--- config.mk ---
export PLATFORM = sky130hd
export DESIGN_NAME = id_ex_pipe_reg
export DESIGN_NICKNAME = d
export VERILOG_FILES = /design/src/rtl/id_ex_pipe_reg.sv
export SDC_FILE = /design/constraint.sdc
export NUM_CORES = 1
export LEC_CHECK = 0
export CORE_ASPECT_RATIO = 1.5
export CORE_MARGIN = 1.5
export CORE_UTILIZATION = 35
export CTS_CLUSTER_DIAMETER = 50
export CTS_CLUSTER_SIZE = 20
export DETAILED_ROUTE_END_ITERATION = 8
export PLACE_DENSITY = 0.66
export SETUP_SLACK_MARGIN = 0.02
export SLEW_MARGIN = 25
export SYNTH_ARGS = -nofsm -noshare
export SYNTH_HDL_FRONTEND = slang
export SYNTH_SLANG_ARGS = --single-unit
--- constraint.sdc ---
create_clock -name clk -period 5.4 [get_ports clk]
set_clock_uncertainty 0.2 [all_clocks]
set_input_delay 1.08 -clock clk [delete_from_list [all_inputs] [get_ports clk]]
set_output_delay 1.08 -clock clk [all_outputs]
set_load 0.02 [all_outputs]
--- src/rtl/id_ex_pipe_reg.sv ---
// id_ex_pipe_reg
//   ID/EX pipeline register. Captures the decoded operands, register indices
//   and control bits from ID and presents them to EX one cycle later. Detects
//   load-use hazards against the instruction currently in EX and requests a
//   one-cycle front-end stall while a bubble is inserted. Honours external
//   hold (sig_stall) and squash (sig_flush) requests and keeps a saturating
//   count of inserted bubbles.
//
// Ports
//   clk, reset             clock (rising edge), async active-high reset
//   sig_stall, sig_flush   external hold / squash requests
//   id_*                   decoded instruction fields from ID
//   ex_*                   registered copies of every id_* field
//   sig_hazard_stall       combinational load-use stall to PC and IF/ID
//   bubble_count           saturating count of bubbles inserted
module id_ex_pipe_reg #(
  parameter int size     = 32,
  parameter int reg_bits = 5,
  parameter int cnt_bits = 16
) (
  input  logic                clk,
  input  logic                reset,
  input  logic                sig_stall,
  input  logic                sig_flush,
  input  logic                id_valid,
  input  logic [reg_bits-1:0] id_rs,
  input  logic [reg_bits-1:0] id_rt,
  input  logic [reg_bits-1:0] id_rd,
  input  logic                id_uses_rt,
  input  logic [size-1:0]     id_data_rs,
  input  logic [size-1:0]     id_data_rt,
  input  logic [size-1:0]     id_imm,
  input  logic                id_sig_alu_src,
  input  logic                id_sig_mem_read,
  input  logic                id_sig_mem_write,
  input  logic                id_sig_reg_write,
  input  logic [3:0]          id_alu_op,
  output logic                ex_valid,
  output logic [reg_bits-1:0] ex_rs,
  output logic [reg_bits-1:0] ex_rt,
  output logic [reg_bits-1:0] ex_rd,
  output logic                ex_uses_rt,
  output logic [size-1:0]     ex_data_rs,
  output logic [size-1:0]     ex_data_rt,
  output logic [size-1:0]     ex_imm,
  output logic                ex_sig_alu_src,
  output logic                ex_sig_mem_read,
  output logic                ex_sig_mem_write,
  output logic                ex_sig_reg_write,
  output logic [3:0]          ex_alu_op,
  output logic                sig_hazard_stall,
  output logic [cnt_bits-1:0] bubble_count
);

  logic load_use;
  logic bubble;

  // Increment that sticks at all-ones instead of wrapping.
  function automatic logic [cnt_bits-1:0] sat_inc(input logic [cnt_bits-1:0] v);
    return (&v) ? v : v + cnt_bits'(1);
  endfunction

  // A bubble in EX has ex_valid = 0, so it can never raise a hazard itself.
  // Index 0 is the hard-wired zero register and never creates a dependency.
  always_comb begin
    load_use = ex_valid & ex_sig_mem_read & (ex_rd != '0) & id_valid &
               ((ex_rd == id_rs) | (id_uses_rt & (ex_rd == id_rt)));
  end

  // An external hold or squash takes priority, so the front-end stall is
  // masked; the hazard re-evaluates once the hold releases.
  assign sig_hazard_stall = load_use & ~sig_flush & ~sig_stall;

  // Flush beats stall; stall beats load-use.
  assign bubble = sig_flush | (~sig_stall & load_use);

  // ID -> EX register stage
  always_ff @(posedge clk or posedge reset) begin
    if (reset) begin
      ex_valid         <= 1'b0;
      ex_rs            <= '0;
      ex_rt            <= '0;
      ex_rd            <= '0;
      ex_uses_rt       <= 1'b0;
      ex_data_rs       <= '0;
      ex_data_rt       <= '0;
      ex_imm           <= '0;
      ex_sig_alu_src   <= 1'b0;
      ex_sig_mem_read  <= 1'b0;
      ex_sig_mem_write <= 1'b0;
      ex_sig_reg_write <= 1'b0;
      ex_alu_op        <= '0;
      bubble_count     <= '0;
    end else if (bubble) begin
      ex_valid         <= 1'b0;
      ex_rs            <= '0;
      ex_rt            <= '0;
      ex_rd            <= '0;
      ex_uses_rt       <= 1'b0;
      ex_data_rs       <= '0;
      ex_data_rt       <= '0;
      ex_imm           <= '0;
      ex_sig_alu_src   <= 1'b0;
      ex_sig_mem_read  <= 1'b0;
      ex_sig_mem_write <= 1'b0;
      ex_sig_reg_write <= 1'b0;
      ex_alu_op        <= '0;
      bubble_count     <= sat_inc(bubble_count);
    end else if (!sig_stall) begin
      ex_valid         <= id_valid;
      ex_rs            <= id_rs;
      ex_rt            <= id_rt;
      ex_rd            <= id_rd;
      ex_uses_rt       <= id_uses_rt;
      ex_data_rs       <= id_data_rs;
      ex_data_rt       <= id_data_rt;
      ex_imm           <= id_imm;
      ex_sig_alu_src   <= id_sig_alu_src;
      ex_sig_mem_read  <= id_sig_mem_read;
      ex_sig_mem_write <= id_sig_mem_write;
      ex_sig_reg_write <= id_sig_reg_write;
      ex_alu_op        <= id_alu_op;
    end
  end

endmodule

==> run_results.csv, run 1 <==
group,metric,value,unit
hold_path,hold_start,"bubble_count[10]$_DFFE_PP0P_",
cells_and_area,area_growth,54.4,%
synthesis,synth-seq-cells,137,
timing,timing.slew.headroom,0.411,
routing,drt_iter0_drc,291,
synthesis,synth_area_leaders,"dfrtp_1 56%, nand3b_1 15%, a21oi_1 9.9%",
critical_path,critical_path_required,4.12,ns
timing,tightest_pin_transition,0.883,ns
critical_path,cp_common_cell,"clkdlybuf4s50_1",
synthesis,syn-num-nets,758,
cts,cts_inserted_buffers,17,
timing,drv_slew,0,
timing,max_freq,225,MHz
power,power.sequential.fraction,0.403,
critical_path,cp_data_arrival_time,3.17,ns
floorplan,floorplan.initialDensity,0.357,
placement,hpwlAfterDp,12.2,mm
critical_path,worst-r2r-cell-count,8,
routing,vias_per_cell,4.96,
routing,remaining_drc_errors,0,
critical_path,critical_path.startpoint_type,"input port",
cts,clk_pin_slew,0.06,ns
timing,timing.setup.tns,0,ns
synthesis,number_of_synthesized_flops_with_an_enable_pin,0,
routing,drtPass1Iterations,4,
timing,final-setup-viol-count,0,
critical_path,worstReg2RegEnd,"ex_data_rt[2]$_DFFE_PP0P_",
grt,grt_pass1_wl,28.7,mm
cts,hold_buffers,0,
critical_path,r2r_setup_slack,2.42,ns
synthesis,yosys_warnings,0,
grt,number_of_antenna_violations_at_the_first_check_in_global_routing,2,
synthesis,synthesis.area_per_instance,9.75,µm²
cts,clock_tree.root_cell,"clkbuf_16",
cells_and_area,fin_util,0.551,
power,internal_power,2.13,mW
floorplan,ioPinCount,263,
floorplan,placeableCoreArea,17300,µm²
critical_path,max_stage_delay,0.63,ns
floorplan,die_w,111,µm
routing,sum_of_routed_wire_length_over_all_layers,18.6,mm
cells_and_area,num-nets-final,992,
hold_path,hp-class,"reg2reg",
cts,htree_num_levels,4,
critical_path,timing.critical_path.cells,"clkdlybuf4s50_1 -> xnor2_1 -> nand4_1 -> o22ai_1 -> nand2_4 -> nor2_1 -> clkdlybuf4s50_1",
power,power.share.clock,0.408,
synthesis,synth_largest_area_cell,"dfrtp_1",
power,leakagePower,3.86,nW
grt,grt_pass1_vias,5217,
timing,report.final.hold_viol_count,0,
grt,grt_max_degree,108,
synthesis,netlist-cell-type-count,30,
cts,cts_tree,"done",
power,power.net_switching,0.764,mW
floorplan,fp-row-count,59,
placement,routabilityCongestion,0.847,
synthesis,synth_async_sr_flop_share,1.00,
floorplan,die-area,18400,µm²
power,ir_drop,167,µV
cts,clock_tree.buffer_depth,2,
cts,postCtsSetupRepairBufs,0,
critical_path,cpMaxStageDelayCell,"clkdlybuf4s50_1",
cts,cts.sink_count,137,
synthesis,dominantRegCellSynth,"dfrtp_1",
critical_path,setup.worst_path.class,"in2out",
run_status,outcome,"finished, final reports clean",
routing,routedWlPerCell,17.0,µm
run,max_cap_viols,0,
critical_path,crit_path_max_fanout,3,
cts,worst_skew_pair.late_latency,0.42,ns
routing,vias,5421,
timing,fin_crit,4.45,ns
timing,finalCritPeriodShare,0.824,
critical_path,setup.worst_path.end_class,"output pin",
critical_path,worstReg2RegStart,"ex_rd[1]$_DFFE_PP0P_",
cells_and_area,post_route_cells_drive_above_1_share,0.0569,
hold_path,whs_path_depth,1,
cts,cts_resized,0,
floorplan,die_h,166,µm
synthesis,netlist_instances,632,
power,pwr_density_cell,304,nW/µm²
grt,grt_use_total,0.199,
hold_path,holdPathEnd,"bubble_count[10]$_DFFE_PP0P_",
synthesis,synth_seq_area_share,0.556,
synthesis,post_synth_design_cell_area,6160,µm²
power,swShare,0.264,
power,comb_power_share,0.189,
grt,globalRoute.totalOverflow,0,
synthesis,netlist.area_leader.share,0.556,
placement,buffers_added_on_ports,262,
routing,ant_nets,0,
timing,unrepaired_setup_endpoints_after_global_routing,"no",
[cells by family after synthesis]
group / synth area share
mux: 0.00426
compound gates: 0.114
xor+xnor: 0.0327
buf+inv: 0.0365
flops: 0.556
simple gates: 0.254
fa+ha+maj: 0.00203
[sequential cells by signal (all words and copies together), names as in the netlist, 4 cells and up]
name          count
bubble_count     16
ex_alu_op         4
ex_data_rs       32
ex_data_rt       32
ex_imm           32
ex_rd             5
ex_rs             5
ex_rt             5
[placed cells by master (no fill, tap or decap), types with 2 or more instances in the layout]
master,n
clkinv_2,2
clkdlybuf4s50_1,260
xor2_1,7
bufinv_16,3
nand2_1,127
clkinv_4,2
o2111ai_1,2
clkbuf_8,2
nor2_1,7
xnor2_1,16
dfrtp_1,137
nand4_2,2
inv_1,3
o21ai_0,2
nor4_1,3
nand4_1,4
clkbuf_16,17
a21oi_1,122
clkinvlp_4,4
diode_2,2
nor3_1,6
nand3_1,4
a211oi_2,2
buf_4,8
nand3b_1,120
[metal layers]
layer  vias to the layer above  wire length (µm)  track usage  share of wire
met5                         -                 0            0              0
met4                         0               604        0.108          0.033
met3                        39               819       0.0427          0.044
met2                       178              9690        0.336           0.52
met1                      2573              7450        0.239           0.40
li1                       2631                 -            -              -
[worst max-delay path by stage]
| stage | startpoint | to | slack [ns] | cells after the start |
|---|---|---|---|---|
| 2_1_floorplan | reset | bubble_count[0]$_DFFE_PP0P_ | 0.45 | 1 |
| 3_3_place_gp | id_rt[1] | sig_hazard_stall | 0.97 | 7 |
| 3_5_place_dp | id_rs[4] | sig_hazard_stall | 0.97 | 7 |
| 4_1_cts | id_rs[4] | sig_hazard_stall | 0.95 | 7 |
| 5_1_grt | id_rs[0] | sig_hazard_stall | 0.83 | 7 |
| 6_report | id_rt[1] | sig_hazard_stall | 0.95 | 7 |
[synth_stat cells (all sizes together) (2+ instances only)]
cell type / n
xor2: 7
nand2: 128
o2111ai: 2
nor4: 3
a31oi: 2
a21oi: 122
nand3b: 120
mux2: 2
dfrtp: 137
a211oi: 2
nor2: 7
xnor2: 16
buf: 6
clkbuf: 48
o21ai: 2
nand4: 6
and2: 2
nand3: 4
nor3: 6
inv: 4
[power groups by stage]
stage	clock, mW	sequential [mW]	combinational, mW
floorplan	0	1.26	0.175
global placement	0	1.18	0.549
detailed placement	0	1.19	0.551
CTS	1.21	1.17	0.554
global route	1.26	1.18	0.588
finish	1.18	1.17	0.546
[area by class of cell]
type,count,area [µm²]
flip-flops and latches,137,3430
multi-input cells,437,2520
clock inverters,11,148
inverters,4,20.0
diodes,2,5.00
clock buffers,20,457
fillers,1585,7760
repair buffers,269,2670
well taps,213,267
[critical path: cells and delay by family]
kind                      cells  cell delay [ns]
buffers and inverters         2             1.13
and+or+nand+nor               3             0.32
AOI/OAI and AO/OA             1             0.51
xor gates and xnor gates      1             0.13
[stage by stage]
| stage | setup slack (ns) | hold WS (ns) | instances | cell area (µm²) | total power, mW |
|---|---|---|---|---|---|
| 3_5_place_dp | 0.969 | 0.295 | 1060 | 8910 | 1.74 |
| 3_3_place_gp | 0.972 | 0.296 | 1060 | 8910 | 1.73 |
| 2_1_floorplan | 0.452 | 0.396 | 632 | 6160 | 1.44 |
| 5_1_grt | 0.829 | 0.312 | 1093 | 9520 | 3.02 |
| 6_report | 0.949 | 0.312 | 1093 | 9520 | 2.89 |
| 4_1_cts | 0.950 | 0.307 | 1091 | 9510 | 2.94 |
No activity file was read; power rests on OpenSTA's default activity.
==> run 2, diff against run 1 <==
==> constraint.sdc (replaced) <==
create_clock -name clk -period 4.48 [get_ports clk]
set_clock_uncertainty 0.2 [all_clocks]
set_input_delay 0.896 -clock clk [delete_from_list [all_inputs] [get_ports clk]]
set_output_delay 0.896 -clock clk [all_outputs]
set_load 0.02 [all_outputs]
==> run_results.csv, run 2 (same netlist as run 1, synthesis figures left out) <==
group,metric,value,unit
timing,hold-worst-slack,0.307,ns
cts,cts_tree,"done",
critical_path,r2r_setup_slack,1.51,ns
cts,htree_num_levels,4,
cells_and_area,post_route_cells_drive_above_1_share,0.0602,
cells_and_area,layout_commonest_cell,"clkdlybuf4s50_1",
floorplan,fp-row-count,59,
power,leakagePower,3.86,nW
cts,cts_resized,0,
floorplan,die_w,111,µm
critical_path,worstReg2RegStart,"ex_rd[0]$_DFFE_PP0P_",
critical_path,max_stage_delay,0.61,ns
cts,worst_skew_pair.late_latency,0.42,ns
routing,remaining_drc_errors,0,
floorplan,die_h,166,µm
grt,grt_use_total,0.200,
cts,clock_tree.root_cell,"clkbuf_16",
timing,drv_slew,0,
cells_and_area,layout_common_cells,"260 x clkdlybuf4s50_1, 137 x dfrtp_1, 127 x nand2_1",
grt,grt_pass1_vias,5299,
timing,report.final.hold_viol_count,0,
run,max_cap_viols,0,
power,pwr_density_cell,364,nW/µm²
hold_path,hp-class,"reg2reg",
routing,met1_routed_length,7.28,mm
timing,final-setup-viol-count,0,
timing,timing.slew.headroom,0.414,
floorplan,ioPinCount,263,
run_status,outcome,"finished, final reports clean",
critical_path,worst-r2r-cell-count,9,
critical_path,worstReg2RegEnd,"ex_imm[6]$_DFFE_PP0P_",
power,ir_drop,220,µV
routing,ant_nets,0,
grt,grt_pass1_wl,29.0,mm
critical_path,critical_path_required,3.38,ns
timing,tightest_pin_transition,0.879,ns
hold_path,hold_start,"bubble_count[10]$_DFFE_PP0P_",
critical_path,critical_path.startpoint_type,"input port",
power,power.total,3.47,mW
floorplan,die-area,18400,µm²
cells_and_area,num-nets-final,994,
routing,met3_wirelength,902,µm
placement,hpwlAfterDp,12.3,mm
critical_path,cp_data_arrival_time,2.81,ns
grt,grt_max_degree,103,
timing,finalCritPeriodShare,0.873,
hold_path,whs_path_depth,1,
critical_path,cp_common_cell,"clkdlybuf4s50_1",
cts,clk_pin_slew,0.06,ns
cts,clock_tree.buffer_depth,2,
floorplan,floorplan.initialDensity,0.357,
cells_and_area,area_growth,54.7,%
routing,routedWlPerCell,17.0,µm
cells_and_area,top_regs,"ex_data_rs x32, ex_data_rt x32, ex_imm x32",
critical_path,crit_path_max_fanout,3,
floorplan,placeableCoreArea,17300,µm²
routing,sum_of_routed_wire_length_over_all_layers,18.6,mm
timing,max_freq,256,MHz
cts,cts.sink_count,137,
critical_path,timing.critical_path.cells,"clkdlybuf4s50_1 -> xnor2_1 -> nand4_1 -> o22ai_1 -> buf_4 -> nand2_4 -> nor2_1 -> clkdlybuf4s50_1",
grt,globalRoute.totalOverflow,0,
routing,drt_iter0_drc,329,
routing,vias,5437,
placement,buffers_added_on_ports,262,
cts,cts_inserted_buffers,17,
cts,postCtsSetupRepairBufs,0,
hold_path,holdPathEnd,"bubble_count[10]$_DFFE_PP0P_",
cells_and_area,design_area,9530,µm²
placement,routabilityCongestion,0.774,
critical_path,cpMaxStageDelayCell,"clkdlybuf4s50_1",
timing,unrepaired_setup_endpoints_after_global_routing,"no",
routing,met2_wirelength,10.1,mm
timing,timing.setup.tns,0,ns
grt,number_of_antenna_violations_at_the_first_check_in_global_routing,1,
routing,drtPass1Iterations,4,
timing,fin_crit,3.91,ns
critical_path,setup.worst_path.end_class,"output pin",
cts,hold_buffers,0,
routing,maxUsedRoutingLayer,"met4",
placement,postPlaceCellArea,8930,µm²
routing,vias_per_cell,4.97,
critical_path,setup.worst_path.class,"in2out",
==> run 2: cell count changes in the layout (fill, tap and decap cells not counted) <==
| cell | delta |
|---|---|
| buf_4 | +1 |
| clkinv_2 | -2 |
| bufinv_16 | -1 |
| inv_6 | +2 |
| buf_12 | +1 |
| clkinvlp_4 | +2 |
| diode_2 | -1 |
==> run 2: how the worst max path moves through the flow <==
stage,start,end,slack [ns],cells after the start
floorplan,sig_stall,sig_hazard_stall,1.12,7
global placement,id_rt[2],sig_hazard_stall,0.55,8
detailed placement,id_rt[1],sig_hazard_stall,0.58,8
CTS,id_rt[1],sig_hazard_stall,0.56,8
global route,id_rt[1],sig_hazard_stall,0.48,8
finish,id_rt[1],sig_hazard_stall,0.57,8
==> run 2: critical path: cells and delay by family <==
family                    cells  cell delay (ns)
AOI/OAI and AO/OA             1             0.20
xor gates and xnor gates      1             0.14
buffers and inverters         3             1.32
and+or+nand+nor               3             0.26
==> run 2: cell type report <==
type,count,area (µm²)
timing repair buffer,271,2700
inverter,4,18.8
fill,1634,7740
tap,213,267
sequential,137,3430
clock buffer,20,457
multi-input combinational,437,2520
clock inverter,12,141
antenna,1,2.50
==> run 2: power by group <==
part / switching (mW) / leakage, nW / total, mW / internal, mW
combinational: 0.315 / 1.77 / 0.659 / 0.345
clock: 0.549 / 0.276 / 1.40 / 0.855
sequential: 0.0820 / 1.81 / 1.41 / 1.32
total: 0.946 / 3.86 / 3.47 / 2.52
==> run 2: layer usage <==
layer | GRT usage | vias to the layer above
met5 | 0 | -
met4 | 0.0794 | 0
li1 | - | 2636
met2 | 0.347 | 172
met1 | 0.240 | 2608
met3 | 0.0478 | 21
==> run 2: stage by stage <==
stage               std cells  utilization  setup slack [ns]
finish                   1095        0.552             0.570
global route             1095        0.552             0.482
global placement         1062        0.517             0.551
detailed placement       1062        0.517             0.576
CTS                      1094        0.552             0.555
floorplan                 632            -              1.12
==> run 3, diff against run 2 <==
--- a/config.mk
+++ b/config.mk
@@ -11,6 +11,8 @@
 export CTS_CLUSTER_DIAMETER = 50
 export CTS_CLUSTER_SIZE = 20
 export DETAILED_ROUTE_END_ITERATION = 8
+export GPL_TIMING_DRIVEN = 0
+export HOLD_SLACK_MARGIN = 0.08
 export PLACE_DENSITY = 0.66
 export SETUP_SLACK_MARGIN = 0.02
 export SLEW_MARGIN = 25
==> run_results.csv, run 3 (same netlist as run 1, synthesis figures left out) <==
group,metric,value,unit
placement,routabilityCongestion,0.804,
floorplan,die-area,18400,µm²
cells_and_area,fin_util,0.569,
grt,grt_pass1_vias,5773,
timing,max_freq,235,MHz
floorplan,die_w,111,µm
floorplan,placeableCoreArea,17300,µm²
timing,finalCritPeriodShare,0.949,
grt,number_of_antenna_violations_at_the_first_check_in_global_routing,0,
critical_path,crit_path_max_fanout,17,
cells_and_area,antenna-diode-count,0,
timing,hold-worst-slack,0.302,ns
critical_path,timing.critical_path.cells,"clkdlybuf4s50_1 -> nor2b_1 -> nand3_1 -> a21oi_1 -> nand2_2 -> nor2_1 -> clkdlybuf4s50_1",
grt,globalRoute.totalOverflow,0,
critical_path,max_stage_delay,0.64,ns
timing,tightest_pin_transition,0.742,ns
power,power.total,3.64,mW
critical_path,cp_common_cell,"clkdlybuf4s50_1",
grt,grt_pass1_wl,31.2,mm
placement,buffers_added_on_ports,261,
run,max_cap_viols,0,
grt,grt_use_total,0.219,
power,ir_drop,256,µV
routing,drtPass1Iterations,4,
timing,report.final.hold_viol_count,0,
hold_path,hp-class,"reg2reg",
routing,sum_of_routed_wire_length_over_all_layers,20.3,mm
cts,cts_tree,"done",
cts,worst_skew_pair.late_latency,0.42,ns
floorplan,floorplan.initialDensity,0.357,
critical_path,setup.worst_path.end_class,"output pin",
timing,drv_slew,0,
floorplan,fp-row-count,59,
timing,final_critical_path_setup_slack,0.230,ns
critical_path,critical_path_required,3.38,ns
critical_path,cpMaxStageDelayCell,"clkdlybuf4s50_1",
critical_path,critical_path.startpoint_type,"input port",
cells_and_area,post_route_cells_drive_above_1_share,0.0581,
routing,vias,5658,
floorplan,die_h,166,µm
cts,hold_buffers,0,
cts,cts.sink_count,137,
cts,cts_inserted_buffers,17,
cells_and_area,seq_area,3430,µm²
cells_and_area,area_taken_by_multi_input_logic_gates,2520,µm²
cells_and_area,top_regs,"ex_data_rs x32, ex_data_rt x32, ex_imm x32",
critical_path,cp_data_arrival_time,3.15,ns
cts,htree_num_levels,4,
cells_and_area,layout_common_cells,"261 x clkdlybuf4s50_1, 137 x dfrtp_1, 127 x nand2_1",
timing,fin_crit,4.25,ns
run_status,outcome,"finished, final reports clean",
cts,clock_tree.root_cell,"clkbuf_16",
cells_and_area,num-nets-final,1043,
routing,remaining_drc_errors,0,
cells_and_area,area_growth,59.4,%
cells_and_area,layout_commonest_cell,"clkdlybuf4s50_1",
placement,detailedPlace.worstSlack,-0.243,ns
power,leakagePower,3.96,nW
routing,drt_iter0_drc,260,
routing,vias_per_cell,4.95,
cts,clk_pin_slew,0.06,ns
floorplan,ioPinCount,263,
timing,unrepaired_setup_endpoints_after_global_routing,"no",
placement,hpwlAfterDp,14.7,mm
routing,ant_nets,0,
timing,timing.slew.headroom,0.506,
power,pwr_density_cell,370,nW/µm²
placement,postPlaceCellArea,9180,µm²
timing,final-setup-viol-count,0,
cells_and_area,design_area,9830,µm²
critical_path,setup.worst_path.class,"in2out",
cts,clock_tree.buffer_depth,2,
cells_and_area,nFillCells,1592,
routing,routedWlPerCell,17.8,µm
grt,grt_max_degree,29,
==> run 3: cell types whose count changed in the layout (fill, tap and decap cells not counted), sizes merged, moves of 2 or more <==
cell / delta
clkinvlp: -3
inv: -2
bufinv: +3
clkinv: +2
clkbuf: +46
==> run 3: power by group <==
| part | internal, mW | total [mW] | switching (mW) |
|---|---|---|---|
| sequential | 1.33 | 1.41 | 0.0844 |
| clock | 0.998 | 1.54 | 0.544 |
| combinational | 0.359 | 0.686 | 0.328 |
==> run 3: path summary, 6_finish.rpt <==
kind                                                    from  slack [ns]  depth (start not counted)                           end
worst min-delay path            bubble_count[10]$_DFFE_PP0P_        0.30                          1  bubble_count[10]$_DFFE_PP0P_
max in group asynchronous                              reset        2.85                          5    ex_data_rt[24]$_DFFE_PP0P_
worst min register to register  bubble_count[10]$_DFFE_PP0P_        0.30                          1  bubble_count[10]$_DFFE_PP0P_
worst max-delay path                                id_valid        0.23                          7              sig_hazard_stall
min in group asynchronous                              reset        0.52                          2   bubble_count[5]$_DFFE_PP0P_
worst max register to register   bubble_count[0]$_DFFE_PP0P_        1.93                          6   bubble_count[1]$_DFFE_PP0P_
==> run 3: routing by layer <==
layer,vias up,global-route usage,part of all wire
met5,-,0,0
met2,179,0.391,0.53
met1,2706,0.250,0.39
li1,2735,-,-
met3,38,0.0540,0.048
met4,0,0.0967,0.033
==> run 3: layout make-up <==
type                            count  area share
Sequential cell                   137       0.349
Timing Repair Buffer              267       0.280
Buffer                             53      0.0210
Clock buffer                       19      0.0451
Inverter                            4     0.00191
Clock inverter                     12      0.0201
Tap cell                          213      0.0271
Multi-Input combinational cell    437       0.256
==> run 3: metrics by stage <==
stage	cells	TNS [ns]
after global placement	1106	-0.239
after floorplan	632	0
final	1142	0
after CTS	1142	0
after global routing	1142	0
after detailed placement	1112	-0.243
==> run 3: critical path, delay by kind of cell <==
| kind | cells | cell delay, ns |
|---|---|---|
| simple gates | 4 | 0.81 |
| buf+inv | 2 | 1.09 |
| compound gates | 1 | 0.35 |
==> run 3: timing repair <==
action | 4_1_cts | 5_1_grt
setup endpoints to repair | 1 | 0
gates resized for setup | 2 | 0
buffers inserted | 0 | 0
